==> config.mk <==
export PLATFORM = sky130hd
export DESIGN_NAME = el_fb_writer
export DESIGN_NICKNAME = d
export VERILOG_FILES = /design/src/rtl/el_pkg.sv /design/src/rtl/el_nibble_packer.sv /design/src/rtl/el_fb_writer.sv
export SDC_FILE = /design/constraint.sdc
export NUM_CORES = 1
export LEC_CHECK = 0
export CAP_MARGIN = 20
export CORE_ASPECT_RATIO = 1.5
export CORE_MARGIN = 2
export CORE_UTILIZATION = 63
export CTS_BUF_LIST = sky130_fd_sc_hd__clkbuf_8
export DETAILED_ROUTE_END_ITERATION = 10
export PLACE_DENSITY = 0.88
export SLEW_MARGIN = 20
export SYNTH_ARGS = -nofsm -noshare
export SYNTH_HDL_FRONTEND = slang
export SYNTH_SLANG_ARGS = --single-unit
==> constraint.sdc <==
create_clock -name clk -period 9.2 [get_ports clk]
set_clock_uncertainty 0.15 [all_clocks]
set_input_delay 1.84 -clock clk [delete_from_list [all_inputs] [get_ports clk]]
set_output_delay 1.84 -clock clk [all_outputs]
set_load 0.01 [all_outputs]
==> src/rtl/el_pkg.sv <==
// EL frame RAM address map and shared types.
// Shared by the scan engine and the frame-buffer writer.
package el_pkg;

    localparam int unsigned X_RES      = 640;
    localparam int unsigned Y_RES      = 200;
    localparam int unsigned ROW_BYTES  = 160;
    localparam int unsigned BUF_B_BASE = 38400;
    localparam int unsigned THRESH     = 128;

    localparam int unsigned AW = 17;
    localparam int unsigned XW = 10;
    localparam int unsigned YW = 9;

    typedef enum logic [1:0] {
        WAIT_VS,
        ACTIVE,
        DONE
    } el_state_t;

    // Row y of the 2*Y_RES panel folds onto Y_RES RAM rows (two nibble lanes).
    function automatic logic [AW-1:0] el_word(
        input logic [XW-1:0] x,
        input logic [YW-1:0] y,
        input logic          buf_b
    );
        logic [YW-1:0] row;
        row = (y < YW'(Y_RES)) ? y : y - YW'(Y_RES);
        return AW'(x >> 2)
             + AW'(row) * AW'(ROW_BYTES)
             + (buf_b ? AW'(BUF_B_BASE) : '0);
    endfunction

endpackage

==> src/rtl/el_nibble_packer.sv <==
// Thresholds luma to 1 bpp and packs 4 pixels per nibble.
// A flush emits a partial nibble, zero-padded in the low bits.
module el_nibble_packer
    import el_pkg::*;
(
    input  logic       clk,
    input  logic       rst,
    input  logic       en,
    input  logic       clr,
    input  logic       valid,
    input  logic [7:0] luma,
    input  logic       flush,
    output logic       nib_valid,
    output logic [3:0] nib
);

    logic [1:0] cnt;
    logic [2:0] sh;
    logic       lit;

    assign lit = (luma >= 8'(THRESH));

    always_comb begin
        nib_valid = 1'b0;
        nib       = 4'h0;
        if (flush && cnt != 2'd0) begin
            nib_valid = 1'b1;
            unique case (cnt)
                2'd1:    nib = {sh[0], 3'b000};
                2'd2:    nib = {sh[1:0], 2'b00};
                default: nib = {sh, 1'b0};
            endcase
        end else if (valid && cnt == 2'd3) begin
            nib_valid = 1'b1;
            nib       = {sh, lit};
        end
    end

    // A pixel arriving with a flush starts a fresh group.
    always_ff @(posedge clk or posedge rst) begin
        if (rst) begin
            cnt <= 2'd0;
            sh  <= 3'b000;
        end else if (en) begin
            if (clr) begin
                cnt <= 2'd0;
                sh  <= 3'b000;
            end else if (flush) begin
                cnt <= valid ? 2'd1 : 2'd0;
                sh  <= {2'b00, valid & lit};
            end else if (valid) begin
                cnt <= cnt + 2'd1;
                sh  <= {sh[1:0], lit};
            end
        end
    end

endmodule

==> src/rtl/el_fb_writer.sv <==
// Video stream to EL frame RAM writer, 1 bpp, ping-pong buffers A/B.
// Upper nibble lane holds rows 0..Y_RES-1, lower lane the rest.
module el_fb_writer
    import el_pkg::*;
(
    input  logic        clk,
    input  logic        rst,
    input  logic        en,
    input  logic        vid_vs,
    input  logic        vid_de,
    input  logic [7:0]  vid_luma,
    output logic [16:0] wr_addr,
    output logic [3:0]  wr_data,
    output logic        wr_en_up,
    output logic        wr_en_dn,
    output logic        frame,
    output logic        frame_done,
    output logic        err_short
);

    localparam logic [XW-1:0] XMAX  = XW'(X_RES);
    localparam logic [YW-1:0] YHALF = YW'(Y_RES);
    localparam logic [YW-1:0] YLAST = YW'(2 * Y_RES - 1);

    el_state_t state, state_n;

    logic          vs_q;
    logic          de_q;
    logic [XW-1:0] x;
    logic [YW-1:0] y;

    logic vs_rise;
    logic de_fall;
    logic clr;
    logic restart;
    logic pix;
    logic flush;

    logic       nib_valid;
    logic [3:0] nib;

    assign vs_rise = vid_vs & ~vs_q;
    assign de_fall = de_q & ~vid_de;

    el_nibble_packer u_pack (
        .clk       (clk),
        .rst       (rst),
        .en        (en),
        .clr       (clr),
        .valid     (pix),
        .luma      (vid_luma),
        .flush     (flush),
        .nib_valid (nib_valid),
        .nib       (nib)
    );

    always_ff @(posedge clk or posedge rst) begin
        if (rst) begin
            state <= WAIT_VS;
        end else if (en) begin
            state <= state_n;
        end
    end

    always_comb begin
        state_n = state;
        clr     = 1'b0;
        restart = 1'b0;
        pix     = 1'b0;
        flush   = 1'b0;
        unique case (state)
            WAIT_VS: begin
                if (vs_rise) begin
                    clr     = 1'b1;
                    state_n = ACTIVE;
                end
            end
            ACTIVE: begin
                if (vs_rise) begin
                    clr     = 1'b1;
                    restart = 1'b1;
                end else begin
                    pix = vid_de && (x < XMAX);
                    if (de_fall) begin
                        flush = 1'b1;
                        if (y == YLAST) begin
                            state_n = DONE;
                        end
                    end
                end
            end
            DONE: begin
                state_n = WAIT_VS;
            end
            default: begin
                state_n = WAIT_VS;
            end
        endcase
    end

    // x saturates at X_RES so excess pixels are dropped but still counted as a full line.
    always_ff @(posedge clk or posedge rst) begin
        if (rst) begin
            vs_q       <= 1'b0;
            de_q       <= 1'b0;
            x          <= '0;
            y          <= '0;
            wr_addr    <= '0;
            wr_data    <= 4'h0;
            wr_en_up   <= 1'b0;
            wr_en_dn   <= 1'b0;
            frame      <= 1'b0;
            frame_done <= 1'b0;
            err_short  <= 1'b0;
        end else if (!en) begin
            wr_en_up   <= 1'b0;
            wr_en_dn   <= 1'b0;
            frame_done <= 1'b0;
        end else begin
            vs_q       <= vid_vs;
            de_q       <= vid_de;
            wr_en_up   <= nib_valid && (y < YHALF);
            wr_en_dn   <= nib_valid && (y >= YHALF);
            frame_done <= (state == DONE);
            if (nib_valid) begin
                wr_addr <= el_word(x, y, frame);
                wr_data <= nib;
            end
            if (state == DONE) begin
                frame <= ~frame;
            end
            if (restart) begin
                err_short <= 1'b1;
            end
            if (clr) begin
                x <= '0;
                y <= '0;
            end else if (flush) begin
                if (x < XMAX) begin
                    err_short <= 1'b1;
                end
                x <= '0;
                y <= y + YW'(1);
            end else if (pix) begin
                x <= x + XW'(1);
            end
        end
    end

endmodule

; ---- After elaboration in Yosys (flattened, before gate mapping)
; Cells that the tools add are included.
[totals]
regBits = 54
input_bits = 13
output_inout_bits = 26
word_cells = 95
[classes]
addsub = 6
n_mul = 1
magnitude_cmp = 4
n_eq_ne = 10
mux = 39
bitwise = 6
reduce_logical = 15
[ops]
columns = operator, n
row1 = two-way mux 10 bit, 3
row2 = two-way mux 9 bit, 3
row3 = two-way mux 1 bit, 18
row4 = adder 17 x 16 -> 17 bit, 1
row5 = adder 8 x 17 -> 17 bit, 1
row6 = two-way mux 16 bit, 1
row7 = two-way mux 2 bit, 7
row8 = "multiplier 9 x 3 -> 12 bit, second input constant", 1
row9 = "adder 10 x 1 -> 10 bit, second input constant", 1
row10 = "< comparator 10 bit, second input constant", 1
row11 = "adder 9 x 1 -> 9 bit, second input constant", 1
row12 = "== test 9 bit, second input constant", 1
row13 = "greater-or-equal comparator 9 x 8 -> 1 bit, second input constant", 1
row14 = "< comparator 9 x 8 -> 1 bit, second input constant", 1
row15 = two-way mux 3 bit, 3
row16 = "subtractor 9 x 8 -> 9 bit, second input constant", 1
row17 = "greater-or-equal comparator 8 bit, second input constant", 1
row18 = two-way mux 4 bit, 2
row19 = "inequality test 2 bit, second input constant", 4
row20 = one-hot mux 4 bit (2 select lines), 1
row21 = AND reduction 2 bit, 4
row22 = "== test 2 bit, second input constant", 3
row23 = logical AND 1 bit, 5
row24 = AND reduction 5 bit, 1
row25 = 9 further kinds, 15

; ---- Logic depth before layout (Yosys ltp)
; Gate-level depths: netlist (run 1).
[logic_depth]
word_depth = 9
mapped_depth = 19
ltp_nobuf = 18

; ---- Modules after synthesis
; From an unflattened synthesis (run 1), not the netlist that was laid out.
[hier_totals]
hier_cells = 350
hier_area_um2 = 3455.8
[modules_own_cells]
columns = module, instances, cells_per_inst, area_each_um2
row1 = el_fb_writer, 1, 311, 3086.7
row2 = el_nibble_packer, 1, 39, 369.1

; ---- Worst setup path after synthesis (run 1)
; OpenSTA, ideal clock, no wires.
[synth_path]
path_type = register -> register
start = reg y[3]
end = reg wr_addr[16]
setup_ns = 0.087
arrival_time_ns = 3.609
setup_slack_ns = 5.354
stages_incl_launch_ff = 19
period_less_slack_ns = 3.846
path_cell_list = dfrtp_1 clkbuf_1 inv_1 ha_1 nand2b_1 a31oi_1 xnor2_1 ha_1 ha_1 inv_1 fa_1 xnor2_1 ha_1 nand4_1 o2111ai_1 a41o_1 nand2_1 or3_1 o211ai_1
[synth_via]
elab_chain_len = 5
word_cells_on_any_way = 6
cone_classes = add/sub (3) / mul (1) / order compare (1) / mux (1)
[synth_lines]
columns = element, line_no
row1 = start: declaration, el_fb_writer.sv:30  ; logic [YW-1:0] y;
row2 = start signal: assignment, el_fb_writer.sv:143  ; y <= y + YW'(1);
row3 = subtractor 9 x 8 -> 9 bit / < comparator 9 x 8 -> 1 bit (equally long branches), el_pkg.sv:28  ; row = (y < YW'(Y_RES)) ? y : y - YW'(Y_RES);
row4 = two-way mux 9 bit (*), el_pkg.sv:28
row5 = multiplier 9 x 3 -> 12 bit (*), el_pkg.sv:30  ; + AW'(row) * AW'(ROW_BYTES)
row6 = adder 8 x 17 -> 17 bit (*), el_pkg.sv:30
row7 = adder 17 x 16 -> 17 bit (*), el_pkg.sv:31  ; + (buf_b ? AW'(BUF_B_BASE) : '0);
row8 = end signal: assignment, el_fb_writer.sv:126  ; wr_addr <= el_word(x, y, frame);
row9 = end: declaration, el_fb_writer.sv:12  ; output logic [16:0] wr_addr,
; Every way passes the cells marked *; elsewhere a longest branch is shown, timed or not.
; A chain may end at the register's enable or synchronous reset.

; ---- Worst setup path after layout (run 1)
; Ends and elaborated chain as after synthesis.

==> results.py, run 1 <==
metrics = {
    "status": {
        "outcome": "completed",
    },
    "power": {
        "p_total_mw": 0.6247,
        "leakagePower_nw": 1.723,
        "power_density_mw_per_mm2": 161.7,
        "max-vdd-ir-drop_uv": 163.3,
    },
    "clocking": {
        "insertion_delay_ns": 0.31,
        "postCtsSetupRepairBufs": 0,
        "cts_tree": "built",
        "numCtsBuffers": 5,
        "cts_root_buffer": "clkbuf_8",
        "clkSinkCount": 54,
        "htree_levels": 2,
        "cts_buffer_depth": 2,
        "path_clk_slew_ns": 0.10,
        "holdBufCountCts": 0,
        "cts_resized": 0,
    },
    "worst_setup_path": {
        "cp_num_buf_inv": 2,
        "end_kind": "flip-flop",
        "ff2ff_path_depth": 17,
        "crit_arrival_ns": 4.39,
        "critPathSlowestCell": "dfrtp_1",
        "crit_type": "flip-flop to flip-flop",
        "r2r-start": "y[3]",
        "worstReg2RegEnd": "wr_addr[16]",
        "crit_chain": "inv_1 > ha_1 > nand2b_1 > a31oi_1 > xnor2_1 > ha_1 > ha_1 > inv_1 > fa_1 > xnor2_1 > ha_1 > nand4_1 > o2111ai_1 > a41o_1 > nand2_1 > or3_1 > o211ai_1",
        "critical-path-max-stage-delay_ns": 0.48,
        "worstPathMaxFanout": 7,
        "required_ns": 9.28,
        "crit_family": "adder cells",
        "r2r_slack_ns": 4.89,
        "worst_setup_path_start_kind": "flip-flop",
        "crit_top_cell": "ha_1",
    },
    "logic_synthesis": {
        "avgSynthCellArea_sq_um": 9.230,
        "synthArstFlopShare": 1.000,
        "ys_types": 52,
        "synth_cells": 369,
        "yosysTopAreaCell": "dfrtp_1",
        "ys_ff_latch": 54,
        "synth_flop_cell": "dfrtp_1",
        "syn_area_sq_mm": 0.003406,
        "yosysSeqAreaShare": 0.3968,
        "synth_edf_count": 0,
        "yosysWarnings": 0,
        "netlist.area_leader.share": 0.3968,
        "synth.area.top_cells": "dfrtp_1 (40%), ha_1 (11%), nand2_1 (5.3%), o21ai_0 (4.6%), xor2_1 (3.3%)",
        "syn-num-nets": 415,
    },
    "layout": {
        "final_layout_size_suffix_gt1_frac": 0.07828,
        "nets": 441,
        "area_delta_synth_final_pct": 13.41,
        "instances_no_fill": 464,
        "antenna_cells": 0,
        "final_core_util": 0.7478,
        "final_area_sq_mm": 0.003862,
    },
    "floorplanning": {
        "row_count": 32,
        "initial_core_util": 0.6594,
        "core_region_area_sq_mm": 0.005165,
        "die_y_um": 94.05,
        "die_w_um": 64.04,
        "fp.dieArea_sq_mm": 0.006022,
        "num_io_pins": 39,
    },
    "drt": {
        "met2WireLength_um": 3861,
        "dr_wl_met3_um": 189,
        "dr.pass1.iters": 4,
        "drc": 0,
        "ant_nets": 0,
        "num_vias": 2696,
        "drt_iter0_drc": 128,
        "wirelength_um": 6933,
        "wl_met1_um": 2728,
        "highest_layer": "met4",
        "detail_route.wl_per_cell_um": 14.94,
        "vias_per_cell": 5.810,
    },
    "min_path": {
        "min-delay-start": "wr_data[3]",
        "hold_end": "wr_data[3]",
        "hold_depth": 2,
        "hold_path_class": "flip-flop to flip-flop",
    },
    "placed_design": {
        "portBuffers": 31,
        "hpwl_um": 5119,
        "placed_area_sq_mm": 0.003766,
        "dpl.cell_count": 456,
        "gp_congestion": 0.8615,
        "pre_cts_slack_ns": 4.762,
    },
    "sta": {
        "setup_ws_ns": 4.894,
        "fin_setup_tns_ns": 0,
        "worst_slew_pin_slew_ns": 0.8639,
        "post-route-period-util": 0.4680,
        "timing.fmax_mhz": 232.3,
        "hold_viol": 0,
        "slew_headroom": 0.4197,
        "setup_violations": 0,
        "period_minus_slack_ns": 4.306,
        "hold_slack_ns": 0.3381,
        "slew_viol_final": 0,
        "rsz0062_at_grt": "false",
    },
    "grt": {
        "overflow": 0,
        "grt_pass1_wl_um": 11960,
        "antenna_found_initial": 0,
        "grtUsageTotal": 0.2512,
        "grt_max_degree": 40,
        "grt_pass1_vias": 2739,
    },
    "run": {
        "drv_cap": 0,
    },
}
flip-flops by register name, indices dropped and copies added, names as in the netlist:
signal and flops:
de_q 1, err_short 1, frame 1, frame_done 1
state 2, u_pack.cnt 2, u_pack.sh 3, vs_q 1
wr_addr 17, wr_data 4, wr_en_dn 1, wr_en_up 1
x 10, y 9
worst register-to-register path, stage by stage (launching register included):
cell	delay, ns
dfrtp_1	0.48
inv_1	0.09
ha_1	0.19
nand2b_1	0.10
a31oi_1	0.33
xnor2_1	0.16
ha_1	0.31
ha_1	0.20
inv_1	0.08
fa_1	0.40
xnor2_1	0.16
ha_1	0.37
nand4_1	0.11
o2111ai_1	0.27
a41o_1	0.21
nand2_1	0.09
or3_1	0.34
o211ai_1	0.21
how the worst max path moves through the flow:
stage | startpoint | endpoint | slack (ns) | cells after the start
after floorplan | y[3] | wr_addr[16] | 5.35 | 18
after CTS | y[3] | wr_addr[16] | 4.92 | 17
after global routing | y[3] | wr_addr[16] | 4.50 | 17
after detailed placement | en | wr_addr[16] | 4.76 | 5
final | y[3] | wr_addr[16] | 4.89 | 17
after global placement | vid_de | wr_addr[3] | 4.80 | 5
synth_stat cells (8+ instances only):
| library cell | instances |
|---|---|
| mux2_2 | 8 |
| xor2_1 | 13 |
| xnor2_1 | 12 |
| a21oi_1 | 13 |
| inv_1 | 19 |
| o21ai_0 | 31 |
| nand3_1 | 17 |
| clkbuf_1 | 10 |
| nand2_1 | 48 |
| nor2_1 | 28 |
| dfrtp_1 | 54 |
| ha_1 | 31 |
placed cells by master (no fill, tap or decap), drive strengths merged, types with 3 or more instances in the layout:
| cell type | count |
|---|---|
| dfrtp | 54 |
| nand2 | 49 |
| o21ai | 32 |
| ha | 31 |
| clkdlybuf4s50 | 31 |
| nor2 | 28 |
| inv | 19 |
| nand3 | 17 |
| a21oi | 13 |
| xor2 | 13 |
| xnor2 | 12 |
| mux2 | 8 |
| nand2b | 7 |
| nor3 | 6 |
| o211ai | 6 |
| o21a | 6 |
| clkbuf | 6 |
| nor2b | 5 |
| or2 | 5 |
| or3 | 4 |
| and2 | 3 |
| o21bai | 3 |
| a31oi | 3 |
| o31a | 3 |
| a21o | 3 |
cells by family (layout without fill, tap and decap cells):
family	after synthesis	count (layout)	synth area share
AND/OR/NAND/NOR	135	135	0.1925
AO/OA/AOI/OAI	81	81	0.1543
flip-flops	54	54	0.3968
adder cells (fa/ha/maj)	33	33	0.1256
buffers and inverters	32	59	0.03711
XOR/XNOR	25	25	0.06429
multiplexers	9	9	0.02939
routing by layer:
metal  vias up  track usage
met5         -            0
met3        15      0.02758
li1       1323            -
met1      1301       0.2764
met4         0      0.09420
met2        57       0.4835
area by class of cell:
cell class,count,area (sq um)
sequential,54,1351
fill,358,1303
clock inverter,2,12.51
multi-input combinational,283,1929
clock buffer,6,82.58
tap,68,85.08
inverter,19,71.32
timing repair buffer,32,330.3
where the power goes:
group | switching, mW | internal [mW]
clock | 0.0809 | 0.0608
sequential | 0.0311 | 0.270
combinational | 0.0954 | 0.0863
total | 0.207 | 0.417
(Power assumes the default switching activity.)
==> inputs of run 2 (changes only) <==
- CORE_UTILIZATION: 63 -> 53
- PLACE_DENSITY: 0.88 -> 0.79
- clock period: 9.2 -> 3.6 ns (I/O delays scaled with it)
==> run 2 against run 1 <==
Compared with the run above: the run now ends with negative setup slack left; first-iteration DRC count is 30% lower; via count is 6.6% higher; power grew to 2.7 times the previous value; fmax is 17% higher; sequential cell count stayed put; global-route usage is 3.9 points lower; die area is 18% higher; register-to-register slack worse by 5.0 ns; core utilization is 3.1 points lower; setup slack worse by 5.0 ns; critical path depth stayed put; critical endpoint unchanged; largest power group unchanged; highest routed layer unchanged.
==> results.py, run 2 (synthesis gave the netlist of run 1 again) <==
metrics = {
    "layout": {
        "regMostFlops": "wr_addr",
        "final_cell_mix": "dfrtp_1 (54), nand2_1 (46), buf_4 (40)",
        "regArea_sq_mm": 0.001351,
        "reg_top3": "wr_addr x17, x x10, y x9",
        "nets": 484,
        "instances_no_fill": 513,
        "final_area_sq_mm": 0.004424,
        "fill_cells": 432,
        "final_common_cell": "dfrtp_1",
        "area_delta_synth_final_pct": 29.90,
        "largest_reg_flops": 17,
        "final_layout_size_suffix_gt1_frac": 0.2301,
        "multi_input_area_sq_mm": 0.002132,
        "antenna_cells": 0,
        "final_core_util": 0.7165,
    },
    "sta": {
        "timing.fmax_mhz": 272.1,
        "slew_viol_final": 0,
        "slew_headroom": 0.6049,
        "setup_ws_ns": -0.07486,
        "setup_violations": 2,
        "worst_slew_pin_slew_ns": 0.5906,
        "period_minus_slack_ns": 3.675,
        "hold_slack_ns": 0.3430,
        "post-route-period-util": 1.021,
        "rsz0062_at_grt": "true",
        "hold_viol": 0,
    },
    "placed_design": {
        "placed_area_sq_mm": 0.004079,
        "hpwl_um": 5575,
        "gp_congestion": 0.8462,
        "portBuffers": 31,
        "dpl.cell_count": 494,
    },
    "status": {
        "outcome": "finished with violations",
        "violations": "negative setup slack",
    },
    "min_path": {
        "hold_path_class": "flip-flop to flip-flop",
    },
    "grt": {
        "grt_pass1_vias": 2886,
        "overflow": 0,
        "grt_pass1_wl_um": 12290,
        "antenna_found_initial": 0,
        "grt_max_degree": 32,
        "grtUsageTotal": 0.2127,
    },
    "power": {
        "leakagePower_nw": 1.990,
        "power_density_mw_per_mm2": 384.6,
        "max-vdd-ir-drop_uv": 352.4,
        "p_total_mw": 1.702,
    },
    "clocking": {
        "insertion_delay_ns": 0.31,
        "cts_root_buffer": "clkbuf_8",
        "numCtsBuffers": 5,
        "path_clk_slew_ns": 0.11,
        "cts_tree": "built",
        "cts_buffer_depth": 2,
        "htree_levels": 2,
        "holdBufCountCts": 0,
        "clkSinkCount": 54,
    },
    "run": {
        "drv_cap": 0,
    },
    "floorplanning": {
        "fp.dieArea_sq_mm": 0.007096,
        "row_count": 35,
        "die_y_um": 102.2,
        "die_w_um": 69.45,
        "initial_core_util": 0.5516,
        "num_io_pins": 39,
        "core_region_area_sq_mm": 0.006175,
    },
    "drt": {
        "num_vias": 2875,
        "dr.pass1.iters": 4,
        "ant_nets": 0,
        "drt_iter0_drc": 90,
        "wirelength_um": 7545,
        "detail_route.wl_per_cell_um": 14.71,
        "vias_per_cell": 5.604,
        "drc": 0,
    },
    "worst_setup_path": {
        "crit_arrival_ns": 3.76,
        "worstPathMaxFanout": 3,
        "worst_setup_path_start_kind": "flip-flop",
        "required_ns": 3.68,
        "crit_type": "flip-flop to flip-flop",
        "end_kind": "flip-flop",
    },
}
## run 2: cell types whose count changed in the layout (fill, tap and decap cells not counted), sizes merged
| cell | delta |
|---|---|
| buf | +43 |
| bufinv | +1 |
| clkbuf | -1 |
| clkinv | -1 |
| inv | +1 |
## run 2: metrics by stage
stage               setup slack [ns]  setup TNS (ns)
finish                      -0.07486         -0.1283
global route                 -0.2597         -0.6803
CTS                         -0.06995         -0.1251
detailed placement           -0.2077         -0.3866
global placement             -0.1064         -0.1688
floorplan                    -0.1052         -0.1052
## run 2: critical path, stage by stage, from the launching register on
cell and delay [ns]:
dfrtp_1 0.42, inv_4 0.07, ha_4 0.14, nand2b_4 0.07, a31oi_4 0.22, xnor2_2 0.10, ha_1 0.28, ha_2 0.18
inv_2 0.04, fa_2 0.52, inv_2 0.04, ha_4 0.27, nand4_1 0.10, o2111ai_2 0.21, a41o_1 0.21, nand2_2 0.07
or3_1 0.33, o211ai_1 0.19
## run 2: cell type report
type	instances	share of cell area
multi-input combinational	283	0.4819
sequential	54	0.3054
timing repair buffer	75	0.1502
tap	74	0.02093
inverter	19	0.01669
clock buffer	5	0.01555
clock inverter	3	0.009333
## run 2: per-layer routing
layer | vias to the layer above | part of all wire | track usage
li1 | 1417 | - | -
met1 | 1375 | 0.39 | 0.2214
met2 | 66 | 0.56 | 0.4260
met3 | 17 | 0.026 | 0.02564
met4 | 0 | 0.024 | 0.08899
met5 | - | 0 | 0
## run 2: final timing paths
check                      slack [ns]          end  cells past startpoint   startpoint
setup / recovery                -0.07  wr_addr[16]                     17         y[3]
hold / removal                   0.34  wr_addr[13]                      2  wr_addr[13]
setup reg to reg                -0.07  wr_addr[16]                     17         y[3]
hold reg to reg                  0.34  wr_addr[13]                      2  wr_addr[13]
max in group asynchronous        2.36     wr_en_dn                      3          rst
min in group asynchronous        0.62         x[3]                      3          rst
## run 2: timing repair
action,CTS,global route
resized for setup,13,17
buffers inserted,7,4
pin swaps,20,13
cloned,0,0
setup endpoints to repair,4,5
## run 2: where the power goes
part / internal (mW) / total [mW] / switching [mW]
logic: 0.265 / 0.529 / 0.264
registers: 0.691 / 0.766 / 0.0757
clock network: 0.205 / 0.406 / 0.201
total: 1.16 / 1.70 / 0.541
